--- config.mk ---
export PLATFORM = sky130hd
export DESIGN_NAME = decode_issue_stage
export DESIGN_NICKNAME = d
export VERILOG_FILES = /design/src/rtl/lc3b_types.sv /design/src/rtl/hazard_detect.sv /design/src/rtl/decode_issue_stage.sv
export SDC_FILE = /design/constraint.sdc
export NUM_CORES = 1
export LEC_CHECK = 0
export BUFFER_PORTS_ARGS = -buffer_cell sky130_fd_sc_hd__buf_2
export CAP_MARGIN = 20
export CORE_AREA = 10 10 120 122
export DETAILED_ROUTE_END_ITERATION = 7
export DIE_AREA = 0 0 130 132
export GPL_ROUTABILITY_DRIVEN = 0
export PLACE_DENSITY_LB_ADDON = 0.1
export SETUP_SLACK_MARGIN = 0.2
export SLEW_MARGIN = 0
export SYNTH_ARGS = -nofsm -noshare
export SYNTH_HDL_FRONTEND = slang
export SYNTH_SLANG_ARGS = --single-unit
--- constraint.sdc ---
create_clock -name clk -period 2.13 [get_ports clk]
set_clock_uncertainty 0.2 [all_clocks]
set_input_delay 0.426 -clock clk [delete_from_list [all_inputs] [get_ports clk]]
set_output_delay 0.426 -clock clk [all_outputs]
set_load 0.02 [all_outputs]
--- src/rtl/lc3b_types.sv ---
// Shared LC-3b types: machine word, register specifier, opcodes and the control word.
// Pure declarations plus one helper; no logic, no latency.
// No flow control.
package lc3b_types;

  typedef logic [15:0] lc3b_word;
  typedef logic [2:0]  lc3b_reg;

  typedef enum logic [3:0] {
    op_br   = 4'h0,
    op_add  = 4'h1,
    op_ldb  = 4'h2,
    op_stb  = 4'h3,
    op_jsr  = 4'h4,
    op_and  = 4'h5,
    op_ldr  = 4'h6,
    op_str  = 4'h7,
    op_rti  = 4'h8,
    op_not  = 4'h9,
    op_ldi  = 4'ha,
    op_sti  = 4'hb,
    op_jmp  = 4'hc,
    op_shf  = 4'hd,
    op_lea  = 4'he,
    op_trap = 4'hf
  } lc3b_opcode;

  typedef struct packed {
    lc3b_opcode  opcode;
    logic [2:0]  aluop;
    logic        load_cc;
    logic        load_regfile;
    logic        load_hazard;   // result only available after MEM
    logic        writemux_sel;  // 1: link register R7 is the destination
    logic        sr2mux_sel;
    logic        mem_read;
    logic        mem_write;
    logic        br_en;
  } lc3b_control_word;

  localparam lc3b_reg R7 = 3'd7;

  // Destination register written by an instruction in ID.
  function automatic lc3b_reg dest_of(input lc3b_control_word ctrl, input lc3b_word ir);
    return ctrl.writemux_sel ? R7 : ir[11:9];
  endfunction

endpackage

--- src/rtl/hazard_detect.sv ---
// Load-use hazard detector: decodes which registers the ID instruction reads and compares with EX dest.
// Purely combinational, zero latency.
// No flow control; the result is consumed by the stage controller.
// Ports: id_ir_i/id_valid_i (ID instr), ex_valid_i/ex_ctrl_i/ex_dest_i (EX instr), load_use_o.
module hazard_detect
  import lc3b_types::*;
(
  input  logic             id_valid_i,
  input  lc3b_word         id_ir_i,
  input  logic             ex_valid_i,
  input  lc3b_control_word ex_ctrl_i,
  input  lc3b_reg          ex_dest_i,
  output logic             load_use_o
);

  logic       use_sr1;
  logic       use_sr2;
  logic       use_st;
  logic       src_match;
  lc3b_opcode op;

  assign op = lc3b_opcode'(id_ir_i[15:12]);

  always_comb begin
    use_sr1 = 1'b0;
    use_sr2 = 1'b0;
    use_st  = 1'b0;
    case (op)
      op_add, op_and: begin
        use_sr1 = 1'b1;
        use_sr2 = ~id_ir_i[5];  // immediate form reads no second register
      end
      op_not, op_shf, op_jmp, op_ldr, op_ldb, op_ldi: use_sr1 = 1'b1;
      op_str, op_stb, op_sti: begin
        use_sr1 = 1'b1;
        use_st  = 1'b1;
      end
      op_jsr: use_sr1 = ~id_ir_i[11];  // JSRR form reads the base register
      default: ;
    endcase
  end

  assign src_match = (use_sr1 && (id_ir_i[8:6]  == ex_dest_i)) ||
                     (use_sr2 && (id_ir_i[2:0]  == ex_dest_i)) ||
                     (use_st  && (id_ir_i[11:9] == ex_dest_i));

  assign load_use_o = id_valid_i & ex_valid_i & ex_ctrl_i.load_regfile &
                      ex_ctrl_i.load_hazard & src_match;

  // Only two control bits and part of the ID word matter here.
  logic unused_ok;
  assign unused_ok = ^{ex_ctrl_i, id_ir_i[4:3]};

endmodule

--- src/rtl/decode_issue_stage.sv ---
// IF/ID + ID/EX stage around the LC-3b control ROM with load-use bubble insertion.
// Latency: fetch to EX register 2 cycles unstalled, 1 instr/cycle throughput.
// Backpressure: if_ready low on ex_stall, load-use hazard and pending bubbles; flush wins over all.
// Ports: clk/rst_n; fetch if_valid/if_ir/if_pc/if_ready; ROM id_opcode/id_ir4/5/11, ctrl_in;
//        control ex_stall/flush; EX ex_valid/ex_ctrl/ex_ir/ex_pc/ex_dest; debug load_use.
module decode_issue_stage
  import lc3b_types::*;
#(
  parameter int unsigned LOAD_USE_BUBBLES = 1  // 1..3
) (
  input  logic             clk,
  input  logic             rst_n,
  input  logic             if_valid,
  input  logic [15:0]      if_ir,
  input  logic [15:0]      if_pc,
  output logic             if_ready,
  output logic [3:0]       id_opcode,
  output logic             id_ir4,
  output logic             id_ir5,
  output logic             id_ir11,
  input  lc3b_control_word ctrl_in,
  input  logic             ex_stall,
  input  logic             flush,
  output logic             ex_valid,
  output lc3b_control_word ex_ctrl,
  output logic [15:0]      ex_ir,
  output logic [15:0]      ex_pc,
  output logic [2:0]       ex_dest,
  output logic             load_use
);

  // First hazard cycle already emits one bubble; the counter covers the rest.
  localparam logic [1:0] BUBBLE_RELOAD = 2'(LOAD_USE_BUBBLES - 1);

  logic             id_valid_q, id_valid_d;
  lc3b_word         id_ir_q,    id_ir_d;
  lc3b_word         id_pc_q,    id_pc_d;
  logic             ex_valid_q, ex_valid_d;
  lc3b_control_word ex_ctrl_q,  ex_ctrl_d;
  lc3b_word         ex_ir_q,    ex_ir_d;
  lc3b_word         ex_pc_q,    ex_pc_d;
  lc3b_reg          ex_dest_q,  ex_dest_d;
  logic [1:0]       bubble_q,   bubble_d;
  logic             hazard_raw;
  logic             hazard;

  hazard_detect u_hazard_detect (
    .id_valid_i (id_valid_q),
    .id_ir_i    (id_ir_q),
    .ex_valid_i (ex_valid_q),
    .ex_ctrl_i  (ex_ctrl_q),
    .ex_dest_i  (ex_dest_q),
    .load_use_o (hazard_raw)
  );

  // While bubbles are still draining the hazard is not re-evaluated.
  assign hazard = hazard_raw & (bubble_q == 2'd0);

  always_comb begin
    id_valid_d = id_valid_q;
    id_ir_d    = id_ir_q;
    id_pc_d    = id_pc_q;
    ex_valid_d = ex_valid_q;
    ex_ctrl_d  = ex_ctrl_q;
    ex_ir_d    = ex_ir_q;
    ex_pc_d    = ex_pc_q;
    ex_dest_d  = ex_dest_q;
    bubble_d   = bubble_q;
    if_ready   = 1'b1;

    if (flush) begin
      // Fetch is redirected; whatever it presents this cycle is dropped.
      id_valid_d = 1'b0;
      ex_valid_d = 1'b0;
      ex_ctrl_d  = '0;
      bubble_d   = 2'd0;
    end else if (ex_stall) begin
      if_ready = 1'b0;
    end else if (bubble_q != 2'd0) begin
      ex_valid_d = 1'b0;
      ex_ctrl_d  = '0;
      bubble_d   = bubble_q - 2'd1;
      if_ready   = 1'b0;
    end else if (hazard) begin
      ex_valid_d = 1'b0;
      ex_ctrl_d  = '0;
      bubble_d   = BUBBLE_RELOAD;
      if_ready   = 1'b0;
    end else begin
      ex_valid_d = id_valid_q;
      ex_ctrl_d  = id_valid_q ? ctrl_in : '0;
      ex_ir_d    = id_ir_q;
      ex_pc_d    = id_pc_q;
      ex_dest_d  = dest_of(ctrl_in, id_ir_q);
      id_valid_d = if_valid;
      if (if_valid) begin
        id_ir_d = if_ir;
        id_pc_d = if_pc;
      end
    end
  end

  always_ff @(posedge clk) begin
    if (!rst_n) begin
      id_valid_q <= 1'b0;
      id_ir_q    <= '0;
      id_pc_q    <= '0;
      ex_valid_q <= 1'b0;
      ex_ctrl_q  <= '0;
      ex_ir_q    <= '0;
      ex_pc_q    <= '0;
      ex_dest_q  <= '0;
      bubble_q   <= 2'd0;
    end else begin
      id_valid_q <= id_valid_d;
      id_ir_q    <= id_ir_d;
      id_pc_q    <= id_pc_d;
      ex_valid_q <= ex_valid_d;
      ex_ctrl_q  <= ex_ctrl_d;
      ex_ir_q    <= ex_ir_d;
      ex_pc_q    <= ex_pc_d;
      ex_dest_q  <= ex_dest_d;
      bubble_q   <= bubble_d;
    end
  end

  assign id_opcode = id_ir_q[15:12];
  assign id_ir4    = id_ir_q[4];
  assign id_ir5    = id_ir_q[5];
  assign id_ir11   = id_ir_q[11];

  assign ex_valid  = ex_valid_q;
  assign ex_ctrl   = ex_ctrl_q;
  assign ex_ir     = ex_ir_q;
  assign ex_pc     = ex_pc_q;
  assign ex_dest   = ex_dest_q;
  assign load_use  = hazard;

endmodule

==> summary.md <==
| Metric | Value |
|---|---|
| Status | `finished with violations` |
| Failing checks | `negative setup slack` |
| Hold wc startpoint | `if_ir[3]` |
| Ys flop type | `dfxtp_1` |
| Met2 Track Usage GR | `20.9%` |
| Yosys reg bits | `86` |
| Post-Syn Instances | `between 300 and 400` |
| Number of synthesized flops with an enable pin | `0` |
| Synth top area cells | `dfxtp_1 (49%), nand2_1 (11%), mux2i_1 (9.4%)` |
| GR Util All Layers | `approximately an eighth` |
| YS warnings | `0` |
| Chip height | `roughly 130 µm` |
| Total Routed Length | `11400 µm` |
| DRT iter0 DRCs | `106` |
| DRC | `0` |
| Clock Pin Slew Worst Setup and Hold Paths | `roughly 70 ps` |
| Dpl hpwl | `~7400 µm` |
| WHS | `between 100 and 150 ps` |
| Antenna Cells | `0` |
| Cell Area, Synth | `approximately 3500 µm²` |
| Worst Hold End | `id_ir_q[3]` |
| I/O pins | `112` |
| Syn Nets | `451` |
| Clock Path Buffers | `2` |
| Hold Crit Depth | `3` |
| Most frequent cells in the layout | `buf_2 (108), nand2_1 (99), dfxtp_1 (70)` |
| Tmin final | `about 2500 ps` |
| Worst path cell trace | `xor2_2 > o41ai_4 > buf_4 > a21oi_4 > or2_4 > buf_6` |
| CTS Sinks | `86` |
| FF-to-FF setup slack | `-280 ps` |
| CTS Buf Count | `9` |
| Layout cells sized above 1 | `49.2%` |
| Pleak | `~2.5 nW` |
| Pwr dens | `slightly below 700 nW/µm²` |
| FF-to-FF Start | `ex_dest[2]` |
| Port Buf Inserts | `111` |
| Final cycle utilization of the critical path | `118%` |
| Layout Utilization | `between 40% and 50%` |
| Die Footprint | `about 17000 µm²` |
| Grt ovf | `0` |
| Compound-cell area share of the yosys netlist | `between 10% and 20%` |
| Later-pin clock latency in the skew report | `roughly 340 ps` |
| Initial antenna violation count | `0` |
| Final Max Slew Viols | `0` |
| Grt met1 use | `between 15 and 20%` |
| Post-synthesis mux area share | `9.43%` |
| Crit end category | `primary output` |
| Vias | `3276` |
| Slowest stage cell, crit path | `o41ai_4` |
| Min-delay worst type | `in2reg` |
| Yosys top cell area share | `about half` |
| WP data required | `~1500 ps` |
| First-pass GRT wire length | `between 15000 and 20000 µm` |
| Max VDD drop | `between 400 and 500 µV` |
| CTS H-tree depth | `3` |
| Critical path arrival | `1890 ps` |
| Post-synth ARST share | `0%` |
| RSZ-0062 raised after global routing | `true` |
| Post-route cell area | `5570 µm²` |
| Sequential share of the synthesized area | `approximately half` |
| Bufs and invs on worst path | `2` |
| Cell accounting for the most synthesized area | `dfxtp_1` |
| CTS tree | `built` |
| Final number of hold-violating endpoints | `0` |
| DIE WIDTH | `about 130 µm` |
| Final setup margin | `-381 ps` |
| Xor/xnor share of the synthesized area | `2.25%` |
| Clk root buf | `clkbuf_16` |
| Max stage delay on crit path | `roughly 380 ps` |
| First drt pass iteration count | `4` |
| Area share of fa/ha/maj cells after synthesis | `0%` |
| Worst reg2reg path depth | `12` |
| Largest family of logic cells by synthesized area | `simple AND/OR/NAND/NOR gates` |
| Startpoint types | `register` |
| Initial Util | `29.4%` |
| Crit path from | `ex_dest[0]` |
| Commonest non-fill, non-tap cell in the layout | `buf_2` |
| Vias in the first global route | `3307` |
| Worst r2r dst | `id_ir_q[15]` |
| Setup CP Type | `reg2out` |
| Grt met3 use | `3.26%` |
| Max frequency | `between 300 and 400 MHz` |
| Yosys cell types | `34` |
| Post-detailed-route count of antenna-violating nets | `0` |
| Layout fillers | `between 1000 and 1500` |
| Via-per-instance ratio | `4.72` |
| Post-DR wirelength/cell | `between 15 and 20 µm` |
| Family with the most delay on the worst path | `compound AO/OA/AOI/OAI gates` |
| Worst Tran Pin Value | `between 400 and 500 ps` |
| Cell Rows | `40` |
| Slew headroom | `70.4%` |
| Finish-stage setup viols | `66` |
| Synth Area in Simple Gates | `about a fifth` |
| Core Region | `roughly 12000 µm²` |
| Avg Cell Area, Syn | `roughly 8.8 µm²` |
| P&R area growth vs syn | `59.2%` |
| Max cap viols | `0` |
| Nets@finish | `594` |
| Crit Path Max Fanout | `5` |
| GRT Max-Usage Layer | `met2` |
| Largest net degree at the start of global routing | `87` |
| Dpl cell area | `approximately 4500 µm²` |
[metal layers]
layer,wire [µm],up-vias,part of all wire (%)
met5,0,-,0
met4,199,0,1.7
met3,565,13,4.9
met2,5750,68,50
met1,4910,1539,43
li1,-,1656,-
[cells by family after synthesis]
family,after synthesis
AOI/OAI and AO/OA,64
xor gates and xnor gates,9
DFF,86
muxes,33
buffers and inverters,38
and+or+nand+nor,169
[worst register-to-register path, delay by kind of cell (launching register included)]
kind	cells	cell delay, ps
AOI/OAI and AO/OA	2	370
xor gates and xnor gates	1	120
buffers and inverters	6	840
DFF	1	360
muxes	1	180
and+or+nand+nor	2	240
[how the worst max path moves through the flow]
stage               cells past startpoint          end  slack, ps
floorplan                               4     load_use        -90
global placement                        7     if_ready        -60
detailed placement                      8  id_ir_q[15]        -80
CTS                                     6     if_ready       -390
global route                            6     load_use       -440
finish                                  6     if_ready       -380
[cell usage after synthesis, drive strengths merged, types with 5 or more instances]
cell and count:
mux2i 33, clkbuf 22, buf 15, a21oi 5, a32oi 15, o21ai 35
nand3 34, nor2 18, nand2 100, dfxtp 86, xnor2 6
[flip-flops by register name, indices dropped and copies added (netlist names)]
signal and cells:
ex_ir 16, bubble_q 2, ex_valid 1, id_ir_q 16, id_pc_q 16, ex_ctrl 15
id_valid_q 1, ex_dest 3, ex_pc 16
[what timing repair did]
item	in CTS	in global routing
pin swaps	13	27
setup buffers	12	2
cloned	4	5
hold buffers	0	0
gates resized for setup	65	69
setup endpoints to repair	86	86
endpoints found under the hold margin	0	0
[where the power goes]
part           leakage (nW)  switching [W]  internal (W)
sequential            0.704      0.0000296       0.00164
combinational          1.65       0.000244      0.000234
clock                 0.155       0.000651      0.000972
total                  2.51       0.000925       0.00285
[area by class of cell]
class	instances	area [µm²]	area share, %
Clock buffer	11	253	4.53
Clock inverter	5	57.6	1.03
Inverter	1	6.26	0.112
Multi-Input combinational cell	275	1970	35.4
Sequential cell	86	1750	31.4
Tap cell	147	184	3.30
Timing Repair Buffer	169	1350	24.2
[metrics by stage]
stage | total power, W | setup TNS, ps | setup slack, ps | cells
finish | 0.00377 | -13440 | -381 | 694
global route | 0.00393 | -18840 | -441 | 694
floorplan | 0.00190 | -157 | -86.2 | 399
CTS | 0.00377 | -16890 | -394 | 687
global placement | 0.00205 | -128 | -60.3 | 655
detailed placement | 0.00205 | -283 | -80.2 | 655
(Power assumes the default switching activity.)
